==> config.mk <==
export PLATFORM = sky130hd
export DESIGN_NAME = ebpc_symbol_encoder
export DESIGN_NICKNAME = d
export VERILOG_FILES = /design/src/rtl/ebpc_symbol_encoder.sv
export SDC_FILE = /design/constraint.sdc
export NUM_CORES = 1
export LEC_CHECK = 0
export BUFFER_PORTS_ARGS = -buffer_cell sky130_fd_sc_hd__clkbuf_2
export CAP_MARGIN = 20
export CORE_MARGIN = 1
export CORE_UTILIZATION = 45
export DETAILED_ROUTE_END_ITERATION = 6
export PLACE_DENSITY = 0.71
export SLEW_MARGIN = 20
export SYNTH_ARGS = -nofsm -noshare
export SYNTH_HDL_FRONTEND = slang
export SYNTH_SLANG_ARGS = --single-unit
==> constraint.sdc <==
create_clock -name clk_i -period 6.2 [get_ports clk_i]
set_input_delay 0.31 -clock clk_i [delete_from_list [all_inputs] [get_ports clk_i]]
set_output_delay 0.31 -clock clk_i [all_outputs]
set_load 0.02 [all_outputs]
==> src/rtl/ebpc_symbol_encoder.sv <==
// ebpc_pkg: shared EBPC geometry constants.
// Latency: n/a (constants only).
// Backpressure: n/a.
package ebpc_pkg;
    localparam int unsigned DATA_W     = 8;  // word width; a block carries DATA_W+1 planes
    localparam int unsigned BLOCK_SIZE = 8;  // words per block; plane width is BLOCK_SIZE-1
    localparam int unsigned LOG_DATA_W = 3;  // log2(DATA_W)
    localparam int unsigned LOGN       = 3;  // $clog2(BLOCK_SIZE-1)
endpackage

// ebpc_symbol_encoder: turns a base word plus DATA_W+1 delta bit-planes into MSB-aligned EBPC symbols.
// Latency: 1 cycle from input handshake to symbol; zero planes yield no symbol, run flush costs 1 bubble.
// Backpressure: rdy_o follows the output register (!vld_o | rdy_i) and drops for one cycle per run flush.
// Ports: clk_i/rst_ni (async active-low) clock and reset; clr_i synchronous soft clear;
//        data_i/vld_i/rdy_o input beats (base word, then planes in data_i[DATA_W-1 -: N]);
//        data_o/len_o/last_o/vld_o/rdy_i symbol stream to the bit packer.
module ebpc_symbol_encoder
    import ebpc_pkg::*;
(
    input  logic                  clk_i,
    input  logic                  rst_ni,
    input  logic                  clr_i,
    input  logic [DATA_W-1:0]     data_i,
    input  logic                  vld_i,
    output logic                  rdy_o,
    output logic [DATA_W-1:0]     data_o,
    output logic [LOG_DATA_W:0]   len_o,
    output logic                  last_o,
    output logic                  vld_o,
    input  logic                  rdy_i
);

    localparam int unsigned N     = BLOCK_SIZE - 1;
    localparam int unsigned LEN_W = LOG_DATA_W + 1;
    localparam int unsigned CNT_W = LOG_DATA_W + 1;   // holds 0..DATA_W+1

    // Left shifts that MSB-align each symbol class inside DATA_W bits.
    localparam int unsigned SH2 = DATA_W - 2;
    localparam int unsigned SH5 = DATA_W - 5;
    localparam int unsigned SHK = DATA_W - 5 - LOGN;
    localparam int unsigned SHR = DATA_W - 3 - LOG_DATA_W;
    localparam int unsigned SHB = DATA_W - BLOCK_SIZE;

    typedef enum logic {ST_BASE, ST_PLANES} state_e;

    state_e              state_q, state_d;
    logic [CNT_W-1:0]    plane_cnt_q, plane_cnt_d;
    logic [CNT_W-1:0]    run_cnt_q, run_cnt_d;
    logic [N-1:0]        dbp_prev_q, dbp_prev_d;

    logic [N-1:0]        plane, dbx;
    logic [LOGN:0]       ones;
    logic [LOGN-1:0]     low_idx;
    logic                adj_pair;
    logic [DATA_W-1:0]   psym_dat, rsym_dat;
    logic [LEN_W-1:0]    psym_len, rsym_len;
    logic [CNT_W-1:0]    run_val;
    logic [LOG_DATA_W-1:0] run_field;

    logic                out_free, flush, acc, last_plane;
    logic                load, ld_last;
    logic [DATA_W-1:0]   ld_dat;
    logic [LEN_W-1:0]    ld_len;

    assign plane = data_i[DATA_W-1 -: N];
    assign dbx   = plane ^ dbp_prev_q;

    // Popcount and lowest set bit of dbx; for a pair of adjacent ones the
    // lowest index is the k the decoder expects.
    always_comb begin
        ones    = '0;
        low_idx = '0;
        for (int i = N - 1; i >= 0; i--) begin
            if (dbx[i]) begin
                ones    = ones + 1'b1;
                low_idx = LOGN'(i);
            end
        end
    end

    assign adj_pair = (ones == (LOGN+1)'(2)) && ((dbx & (dbx >> 1)) != '0);

    // Plane symbol, first matching class wins.
    always_comb begin
        psym_dat = '0;
        psym_len = LEN_W'(5);
        if (dbx == '1) begin
            psym_dat = '0;
            psym_len = LEN_W'(5);
        end else if (plane == '0) begin
            psym_dat = DATA_W'(5'b00001) << SH5;
            psym_len = LEN_W'(5);
        end else if (adj_pair) begin
            psym_dat = DATA_W'({5'b00010, low_idx}) << SHK;
            psym_len = LEN_W'(5 + LOGN);
        end else if (ones == (LOGN+1)'(1)) begin
            psym_dat = DATA_W'({5'b00011, low_idx}) << SHK;
            psym_len = LEN_W'(5 + LOGN);
        end else begin
            psym_dat = DATA_W'({1'b1, dbx}) << SHB;
            psym_len = LEN_W'(BLOCK_SIZE);
        end
    end

    // Run symbol. On the final plane a zero dbx extends the run by one, so
    // the emitted length already includes the current plane.
    assign run_val   = (dbx == '0) ? run_cnt_q + 1'b1 : run_cnt_q;
    assign run_field = LOG_DATA_W'(run_val - CNT_W'(2));

    always_comb begin
        rsym_dat = DATA_W'({3'b001, run_field}) << SHR;
        rsym_len = LEN_W'(3 + LOG_DATA_W);
        if (run_val == CNT_W'(1)) begin
            rsym_dat = DATA_W'(2'b01) << SH2;
            rsym_len = LEN_W'(2);
        end
    end

    assign out_free   = !vld_o || rdy_i;
    // A pending run must be emitted before the nonzero plane, so the plane is held one cycle.
    assign flush      = (state_q == ST_PLANES) && (run_cnt_q != '0) && (dbx != '0);
    assign rdy_o      = out_free && !flush;
    assign acc        = vld_i && rdy_o;
    assign last_plane = (plane_cnt_q == CNT_W'(DATA_W));

    always_comb begin
        state_d     = state_q;
        plane_cnt_d = plane_cnt_q;
        run_cnt_d   = run_cnt_q;
        dbp_prev_d  = dbp_prev_q;
        load        = 1'b0;
        ld_dat      = '0;
        ld_len      = '0;
        ld_last     = 1'b0;
        case (state_q)
            ST_BASE: begin
                if (acc) begin
                    load        = 1'b1;
                    ld_dat      = data_i;
                    ld_len      = LEN_W'(DATA_W);
                    plane_cnt_d = '0;
                    run_cnt_d   = '0;
                    dbp_prev_d  = '0;
                    state_d     = ST_PLANES;
                end
            end
            ST_PLANES: begin
                if (flush && vld_i && out_free) begin
                    load      = 1'b1;
                    ld_dat    = rsym_dat;
                    ld_len    = rsym_len;
                    run_cnt_d = '0;
                end else if (acc) begin
                    dbp_prev_d  = plane;
                    plane_cnt_d = plane_cnt_q + 1'b1;
                    if (dbx == '0) begin
                        if (last_plane) begin
                            load      = 1'b1;
                            ld_dat    = rsym_dat;
                            ld_len    = rsym_len;
                            ld_last   = 1'b1;
                            run_cnt_d = '0;
                        end else begin
                            run_cnt_d = run_cnt_q + 1'b1;
                        end
                    end else begin
                        load    = 1'b1;
                        ld_dat  = psym_dat;
                        ld_len  = psym_len;
                        ld_last = last_plane;
                    end
                    if (last_plane) begin
                        state_d = ST_BASE;
                    end
                end
            end
            default: state_d = ST_BASE;
        endcase
    end

    always_ff @(posedge clk_i or negedge rst_ni) begin
        if (!rst_ni) begin
            state_q     <= ST_BASE;
            plane_cnt_q <= '0;
            run_cnt_q   <= '0;
            dbp_prev_q  <= '0;
            data_o      <= '0;
            len_o       <= '0;
            last_o      <= 1'b0;
            vld_o       <= 1'b0;
        end else if (clr_i) begin
            state_q     <= ST_BASE;
            plane_cnt_q <= '0;
            run_cnt_q   <= '0;
            dbp_prev_q  <= '0;
            data_o      <= '0;
            len_o       <= '0;
            last_o      <= 1'b0;
            vld_o       <= 1'b0;
        end else begin
            state_q     <= state_d;
            plane_cnt_q <= plane_cnt_d;
            run_cnt_q   <= run_cnt_d;
            dbp_prev_q  <= dbp_prev_d;
            if (out_free) begin
                vld_o <= load;
                if (load) begin
                    data_o <= ld_dat;
                    len_o  <= ld_len;
                    last_o <= ld_last;
                end
            end
        end
    end

endmodule

==> qor.yml, run 1 <==
rsz0062_at_grt: "false"
dieArea_sq_um: 6020
grt.overflow.total: 0
final.period_utilization: 0.823
place_congestion: 0.887
design.portCount: 28
postSynth.asyncResetShare: 1.00
core_area_sq_um: 5510
grt_pass1_vias: 2268
cts_buffers: 5
max_freq_ghz: 0.196
initial_core_util: 0.467
antenna_found_initial: 0
cap_violations: 0
drc_errors: 0
synth_compound_area_frac: 0.228
ys.flop_type: "dfrtp_1"
synth_xor_area_frac: 0.101
hold_slack_ns: 0.106
leakagePower_nw: 1.25
fin_nets: 360
synthDistinctLibCells: 61
rows: 27
critPathArrivalTime_ns: 5.24
synth_warnings: 0
hp-class: "in2async"
synth_fp_nets: 344
multi_input_area_sq_um: 1690
synthCells: 322
fin_total_pwr_mw: 0.687
synthTopCellsByArea: "dfrtp_1, a21oi_1, nor2_1"
num_antenna_cells: 0
cts_hold_buffers: 0
required_ns: 6.34
crit_fanout: 11
tightest_slew_ns: 1.03
synth_mux_area_frac: 0.0282
vias_per_cell: 6.00
yosys.area_share.simple: 0.253
grt_max_degree: 33
grtUsageTotal: 0.234
routed_wl_mm: 6.63
area_growth_pct: 10.0
synth_top_family_by_area: "simple AND/OR/NAND/NOR gates"
area.sequential_sq_um: 751
setup_tns_ns: 0
drv_slew: 0
status: "completed"
synth_seq_cells: 30
cts_tree: "done"
yosysTopAreaCell: "dfrtp_1"
fin_crit_ns: 5.10
cp-start-kind: "flop"
synth-adder-area-share: 0.0477
n_fill_cell: 537
hold_viol_final: 0
insertion_delay_ns: 0.28
drive_above_1_share: 0.165
clock_skew_ns: 0.00378
antenna_left: 0
clk_path_buf_depth: 2
synth-seq-area-share: 0.292
p_per_area_nw_per_um2: 243
dpl.hpwl_mm: 4.87
clock_sinks: 30
drt_iter0_drc: 246
die_w_um: 77.6
grt_pass1_wl_mm: 11.1
dr.pass1.iters: 4
synth_top_area_share: 0.292
critPathCaptureType: "flop"
relSlewSlack: 0.314
cts.repair.resized: 0
vias: 2467
setup_viol: 0
crit_type: "reg2reg"
cts_root_buf: "clkbuf_8"
wl_per_cell_um: 16.1
clk_pin_slew_ns: 0.07
portBuffers: 27
syn_area_per_cell_sq_um: 7.98
max-vdd-ir-drop_uv: 150
htreeDepth: 2
syn_area_sq_um: 2570
synth_edf_count: 0
die_h_um: 77.6
post_cts_buffers: 0
-- synth_stat cells, types with 2 or more instances --
library cell and number:
inv_1 10, xor2_1 5, nand4_1 4, a21o_1 3, ha_1 9, o21ai_1 2, dfrtp_1 30, a22oi_1 6
and2_1 4, a211oi_1 5, xnor3_1 2, nand3_1 17, mux2_2 2, nor2_1 38, nand2_1 33, xnor2_1 11
a21oi_1 31, o21ai_0 15, nor3_1 12, or3_1 3, a31oi_1 2, o22ai_1 4, or4_1 5, or2_2 3
xnor2_2 2, clkbuf_1 14, mux2i_1 5, buf_2 4, and3_1 4, nor4_1 5, o211ai_1 2
-- worst max-delay path, stage by stage, from the launching register on --
cell and delay, ns:
dfrtp_1 0.39, xnor2_1 0.67, inv_1 0.10, ha_1 0.41
xor3_2 0.38, inv_1 0.08, ha_1 0.27, nand2_1 0.07
o21ai_0 0.09, ha_1 0.32, nand2_1 0.06, a22oi_1 0.27
ha_1 0.31, mux2_2 0.29, ha_1 0.30, o311ai_2 0.42
o21a_4 0.23, mux2i_1 0.18, o22ai_1 0.10
-- through the flow --
step,setup slack [ns],cell area [sq um],utilization,instances
2_1_floorplan,1.76,2570,-,322
3_3_place_gp,1.28,2720,0.494,403
3_5_place_dp,1.11,2720,0.494,403
4_1_cts,1.14,2830,0.514,411
5_1_grt,0.781,2830,0.514,411
6_report,1.10,2830,0.514,411
-- cells by family (layout without fill, tap and decap cells) --
group	count (synthesis)	count (layout)
buffers and inverters	30	47
AOI/OAI and AO/OA	89	89
and+or+nand+nor	134	134
xor gates and xnor gates	22	22
DFF	30	30
adders and majority gates	10	10
muxes	7	7
-- registers in the layout, indices dropped and copies added (netlist names) --
register     flops
data_o           8
dbp_prev_q       7
last_o           1
len_o            4
plane_cnt_q      4
run_cnt_q        4
state_q          1
vld_o            1
-- metal layers --
layer / wire length (um) / share of wire / GRT usage / up-vias
met5: 0 / 0 / 0 / -
met4: 71 / 0.011 / 0.0623 / 0
met3: 407 / 0.061 / 0.0459 / 9
met2: 2990 / 0.45 / 0.361 / 81
met1: 3160 / 0.48 / 0.332 / 1173
li1: - / - / - / 1204
-- placed cells by master, fill, tap and decap left out, types with 5 or more instances in the layout --
master / Yosys / final
ha_1: 9 / 9
dfrtp_1: 30 / 30
xnor2_1: 11 / 11
clkbuf_8: 0 / 5
nor2_1: 38 / 38
a211oi_1: 5 / 5
o21ai_0: 15 / 15
a22oi_1: 6 / 6
inv_1: 10 / 10
mux2i_1: 5 / 5
a21oi_1: 31 / 31
or4_1: 5 / 5
clkbuf_2: 0 / 27
nor4_1: 5 / 5
nor3_1: 12 / 12
nand3_1: 17 / 17
nand2_1: 33 / 33
xor2_1: 5 / 5
-- final timing paths --
kind	to	slack (ns)	depth (start not counted)	from
min	len_o[3]	0.11	1	rst_ni
max	data_o[0]	1.10	18	dbp_prev_q[6]
min reg2reg	data_o[4]	0.51	2	data_o[4]
max in group asynchronous	dbp_prev_q[3]	5.58	1	rst_ni
min in group clk_i	dbp_prev_q[6]	0.34	3	data_i[7]
max reg2reg	data_o[0]	1.10	18	dbp_prev_q[6]
-- final cells by class --
cell class,count,share of cell area
Multi-Input combinational cell,262,0.598
Sequential cell,30,0.265
Timing Repair Buffer,29,0.0531
Tap cell,72,0.0319
Clock buffer,5,0.0243
Inverter,10,0.0133
Clock inverter,3,0.0142
-- power breakdown --
part           internal, mW  leakage (nW)  switching (mW)  total [mW]
sequential            0.204         0.409          0.0109       0.215
combinational         0.111         0.779           0.164       0.275
clock                 0.118        0.0579          0.0781       0.196
total                 0.433          1.25           0.253       0.687
(Power assumes the default switching activity.)
==> run 2, diff against run 1 <==
--- a/config.mk
+++ b/config.mk
@@ -10,7 +10,7 @@
 export CORE_MARGIN = 1
 export CORE_UTILIZATION = 45
 export DETAILED_ROUTE_END_ITERATION = 6
-export PLACE_DENSITY = 0.71
+export PLACE_DENSITY = 0.73
 export SLEW_MARGIN = 20
 export SYNTH_ARGS = -nofsm -noshare
 export SYNTH_HDL_FRONTEND = slang
==> constraint.sdc (replaced) <==
create_clock -name clk_i -period 4.35 [get_ports clk_i]
set_input_delay 0.2175 -clock clk_i [delete_from_list [all_inputs] [get_ports clk_i]]
set_output_delay 0.2175 -clock clk_i [all_outputs]
set_load 0.02 [all_outputs]
==> qor.yml, run 2 (synthesized netlist as in run 1, its figures left out) <==
status: "finished, violations left"
violations: "hold timing"
die_h_um: 77.6
dr.pass1.iters: 4
drt_iter0_drc: 256
grt_pass1_vias: 2303
dpl.hpwl_mm: 4.85
grt_max_degree: 33
drv_slew: 0
design.portCount: 28
cts_root_buf: "clkbuf_8"
hp-class: "in2async"
reg_top3: "data_o: 8 flops, dbp_prev_q: 7 flops"
cts_tree: "done"
grtUsageMet3: 0.0365
cts_buffers: 5
largest_reg_flops: 8
drc_errors: 0
leakagePower_nw: 1.33
required_ns: 4.50
dpl.cell_count: 411
pre_cts_ws_ns: -0.0141
crit_fanout: 10
met2_usage: 0.369
fin_total_pwr_mw: 1.10
clk_path_buf_depth: 2
area_growth_pct: 16.7
grt_busiest_layer: "met2"
final.period_utilization: 0.958
cp_slowest_cell: "maj3_1"
critPathArrivalTime_ns: 4.31
clock_sinks: 30
grt_pass1_wl_mm: 11.3
core_area_sq_um: 5510
regMostFlops: "data_o"
portBuffers: 27
p_per_area_nw_per_um2: 367
critPathCaptureType: "flop"
fin_crit_ns: 4.17
drive_above_1_share: 0.214
cap_violations: 0
globalRouteMet1Util: 0.337
cp_cell_sequence: "xnor2_2 > buf_4 > maj3_1 > inv_1 > ha_4 > nand2_1 > o21ai_0 > ha_1 > nand2_1 > a22oi_2 > ha_1 > mux2_2 > ha_1 > nand2_1 > nand3_1 > o21bai_2 > o21ai_2 > o21a_4 > mux2i_1 > o22ai_1"
num_antenna_cells: 0
fin_nets: 372
cp-start-kind: "flop"
dieArea_sq_um: 6020
cts_hold_buffers: 0
routed_wl_mm: 6.83
rows: 27
vias_per_cell: 6.09
grt.overflow.total: 0
htreeDepth: 2
insertion_delay_ns: 0.29
final_cell_mix: "nor2_1, nand2_1, a21oi_1, dfrtp_1, clkbuf_2"
die_w_um: 77.6
wl_per_cell_um: 16.1
grtUsageTotal: 0.236
clock_skew_ns: 0.00746
layout_commonest_cell: "nor2_1"
hold_slack_ns: -0.00493
instances_no_fill: 423
max-vdd-ir-drop_uv: 274
initial_core_util: 0.467
relSlewSlack: 0.381
place_congestion: 0.844
setup_viol: 0
slowest_delay_ns: 0.42
clk_pin_slew_ns: 0.07
timing.final.ws_setup_ns: 0.184
hold_viol_final: 13
crit_type: "reg2reg"
tightest_slew_ns: 0.928
vias: 2575
antenna_found_initial: 0
antenna_left: 0
max_freq_ghz: 0.240
[run 2: area by class of cell]
class                           instances  area [sq um]
Fill cell                             524          2510
Multi-Input combinational cell        262          1740
Sequential cell                        30           751
Timing Repair Buffer                   41           240
Tap cell                               72          90.1
Clock buffer                            6          82.6
Clock inverter                          2          60.1
Inverter                               10          37.5
[run 2: power by group]
group | total [mW] | switching, mW | internal (mW)
Sequential | 0.308 | 0.0165 | 0.291
Clock | 0.357 | 0.112 | 0.244
Combinational | 0.437 | 0.250 | 0.186
Total | 1.10 | 0.379 | 0.722
[run 2: through the flow]
step	area (sq um)	setup TNS, ns	utilization
4_1_cts	2930	0	0.532
3_3_place_gp	2780	0	0.505
3_5_place_dp	2780	-0.0141	0.505
5_1_grt	3000	-0.132	0.544
2_1_floorplan	2570	0	-
6_report	3000	0	0.544
[run 2: worst paths after layout]
kind | startpoint | endpoint | slack [ns] | cells past startpoint
setup / recovery | dbp_prev_q[6] | data_o[0] | 0.18 | 20
hold / removal | rst_ni | data_o[1] | -0.005 | 1
setup reg to reg | dbp_prev_q[6] | data_o[0] | 0.18 | 20
hold reg to reg | data_o[4] | data_o[4] | 0.49 | 2
max in group asynchronous | rst_ni | run_cnt_q[2] | 3.86 | 1
min in group clk_i | rdy_i | vld_o | 0.27 | 3
[run 2: what timing repair did]
action | CTS | global route
setup endpoints to repair | 1 | 8
pin swaps | 0 | 4
buffers inserted | 0 | 4
gates resized for setup | 1 | 7
[run 2: layer usage]
metal	wire, um	share of wire	up-vias
li1	-	-	1233
met1	3070	0.45	1223
met2	3240	0.47	110
met3	451	0.066	9
met4	63	0.0092	0
met5	0	0	-
[run 2: worst max-delay path, delay by kind of cell, from the launching register on]
family	cells	cell delay [ns]
buf+inv	2	0.32
compound gates	6	0.99
simple gates	4	0.27
xor+xnor	1	0.15
mux	2	0.48
fa+ha+maj	5	1.41
flops	1	0.41
==> run 3, diff against run 2 <==
--- a/config.mk
+++ b/config.mk
@@ -5,12 +5,14 @@
 export SDC_FILE = /design/constraint.sdc
 export NUM_CORES = 1
 export LEC_CHECK = 0
+export ABC_AREA = 1
 export BUFFER_PORTS_ARGS = -buffer_cell sky130_fd_sc_hd__clkbuf_2
 export CAP_MARGIN = 20
 export CORE_MARGIN = 1
-export CORE_UTILIZATION = 45
+export CORE_UTILIZATION = 40
 export DETAILED_ROUTE_END_ITERATION = 6
-export PLACE_DENSITY = 0.73
+export PLACE_DENSITY = 0.67
+export REMOVE_ABC_BUFFERS = 1
 export SLEW_MARGIN = 20
 export SYNTH_ARGS = -nofsm -noshare
 export SYNTH_HDL_FRONTEND = slang
==> qor.yml, run 3 <==
final.period_utilization: 0.866
critPathCaptureType: "flop"
relSlewSlack: 0.450
synth_warnings: 0
yosysTopAreaCell: "dfrtp_1"
largest_reg_flops: 8
insertion_delay_ns: 0.28
drive_above_1_share: 0.224
crit_end: "data_o[5]"
clk_path_buf_depth: 2
cp-start-kind: "flop"
grt_pass1_vias: 2209
fin_crit_ns: 3.77
grt_max_degree: 31
num_antenna_cells: 0
synth_top_area_share: 0.305
synth.most_common_cell: "nand2_1"
r2r-start: "dbp_prev_q[6]"
cts_hold_buffers: 0
n_fill_cell: 600
fin_nets: 410
drc_errors: 0
wl_per_cell_um: 12.2
status: "finished, violations left"
die_w_um: 80.4
dr.pass1.iters: 5
cp_slowest_cell: "dfrtp_1"
grtUsageTotal: 0.197
syn_area_sq_um: 2460
hp-class: "in2async"
dpl.hpwl_mm: 4.50
required_ns: 4.53
ys.flop_type: "dfrtp_1"
die_h_um: 80.4
leakagePower_nw: 1.43
final_cell_mix: "nand2_1, inv_1, nand3_1"
cpMostUsedCell: "nand2_1"
synthDistinctLibCells: 41
htreeDepth: 2
tightest_slew_ns: 0.821
layout_commonest_cell: "nand2_1"
max-vdd-ir-drop_uv: 183
critPathArrivalTime_ns: 3.94
synth_commonest_cells: "nand2_1, inv_1, nand3_1"
grt_pass1_wl_mm: 9.92
rsz0062_at_grt: "false"
antenna_left: 0
synth-seq-area-share: 0.305
initial_core_util: 0.415
stdcell_area_sq_um: 2750
hold_slack_ns: -0.0104
rr_worst_depth: 29
setup_viol: 0
area.sequential_sq_um: 751
antenna_found_initial: 0
portBuffers: 27
reg_top3: "data_o: 8 flops, dbp_prev_q: 7 flops"
vias_per_cell: 5.05
critical_path.startpoint: "dbp_prev_q[6]"
synth_edf_count: 0
violations: "hold timing"
slowest_delay_ns: 0.36
rows: 28
hold_viol_final: 30
cts_buffers: 5
synth_seq_cells: 30
regToRegSetupSlack_ns: 0.58
placed_area_sq_um: 2660
vias: 2342
setup_tns_ns: 0
core_area_sq_um: 5920
crit_type: "reg2reg"
r2r_end: "data_o[5]"
grt.overflow.total: 0
area_growth_pct: 11.9
multi_input_area_sq_um: 1450
clock_sinks: 30
synthCells: 359
drv_slew: 0
clock_skew_ns: 0.00366
crit_fanout: 4
dieArea_sq_um: 6460
post_cts_buffers: 0
cts_tree: "done"
synthTopCellsByArea: "dfrtp_1, nand2_1, nand3_1"
cts_root_buf: "clkbuf_8"
design.portCount: 28
postSynth.asyncResetShare: 1.00
drt_iter0_drc: 134
syn_area_per_cell_sq_um: 6.85
cts.repair.resized: 0
max_freq_ghz: 0.266
routed_wl_mm: 5.64
cap_violations: 0
p_per_area_nw_per_um2: 318
clk_pin_slew_ns: 0.06
place_congestion: 0.908
regMostFlops: "data_o"
run 3: cell types whose count changed after synthesis, sizes merged, moves of 7 or more:
cell,delta
nand2,+86
inv,+47
a21oi,-20
nand3,+19
clkbuf,-12
xnor2,-12
nor3,-9
nor2,-8
o22ai,+7
run 3: metrics by stage:
step	setup WS, ns	instances	util	power [mW]
after floorplan	0.864	354	-	0.572
after global placement	0.686	456	0.449	0.644
after detailed placement	0.586	456	0.449	0.650
after CTS	0.574	464	0.464	0.884
after global routing	0.180	464	0.464	0.944
final	0.584	464	0.464	0.875
run 3: kinds of logic (layout without fill, tap and decap cells):
| family | after synthesis | after routing | share of synthesized area |
|---|---|---|---|
| xor+xnor | 4 | 4 | 0.0143 |
| flops | 30 | 30 | 0.305 |
| compound gates | 56 | 56 | 0.146 |
| buf+inv | 63 | 93 | 0.103 |
| fa+ha+maj | 9 | 9 | 0.0458 |
| simple gates | 197 | 197 | 0.386 |
run 3: where the power goes:
group | internal [mW] | total (mW) | switching [mW]
Sequential | 0.298 | 0.313 | 0.0154
Combinational | 0.112 | 0.332 | 0.220
Clock | 0.127 | 0.230 | 0.103
Total | 0.537 | 0.875 | 0.338
run 3: routing by layer:
layer | GRT usage | share of wire | wire [um] | vias to the layer above
li1 | - | - | - | 1230
met1 | 0.271 | 0.48 | 2720 | 1064
met2 | 0.307 | 0.46 | 2620 | 39
met3 | 0.0352 | 0.033 | 184 | 9
met4 | 0.0696 | 0.020 | 111 | 0
met5 | 0 | 0 | 0 | -
run 3: how the worst min path moves through the flow:
stage | startpoint | to | slack, ns
global placement | rst_ni | vld_o | 0.32
floorplan | rst_ni | data_o[0] | -0.08
detailed placement | rst_ni | vld_o | 0.32
finish | rst_ni | vld_o | -0.01
CTS | rst_ni | vld_o | 0.009
global route | rst_ni | vld_o | 0.07
run 3: critical path: cells and delay by family (launching register included):
kind	cells	cell delay, ns
buffers and inverters	2	0.13
DFF	1	0.36
and+or+nand+nor	22	1.72
adders and majority gates	5	1.45
run 3: cell type report:
type                       count  area share
clock buffer                   7      0.0314
timing repair buffer          27      0.0492
sequential                    30       0.273
multi-input combinational    266       0.529
tap                           75      0.0341
inverter                      58      0.0815
clock inverter                 1     0.00182
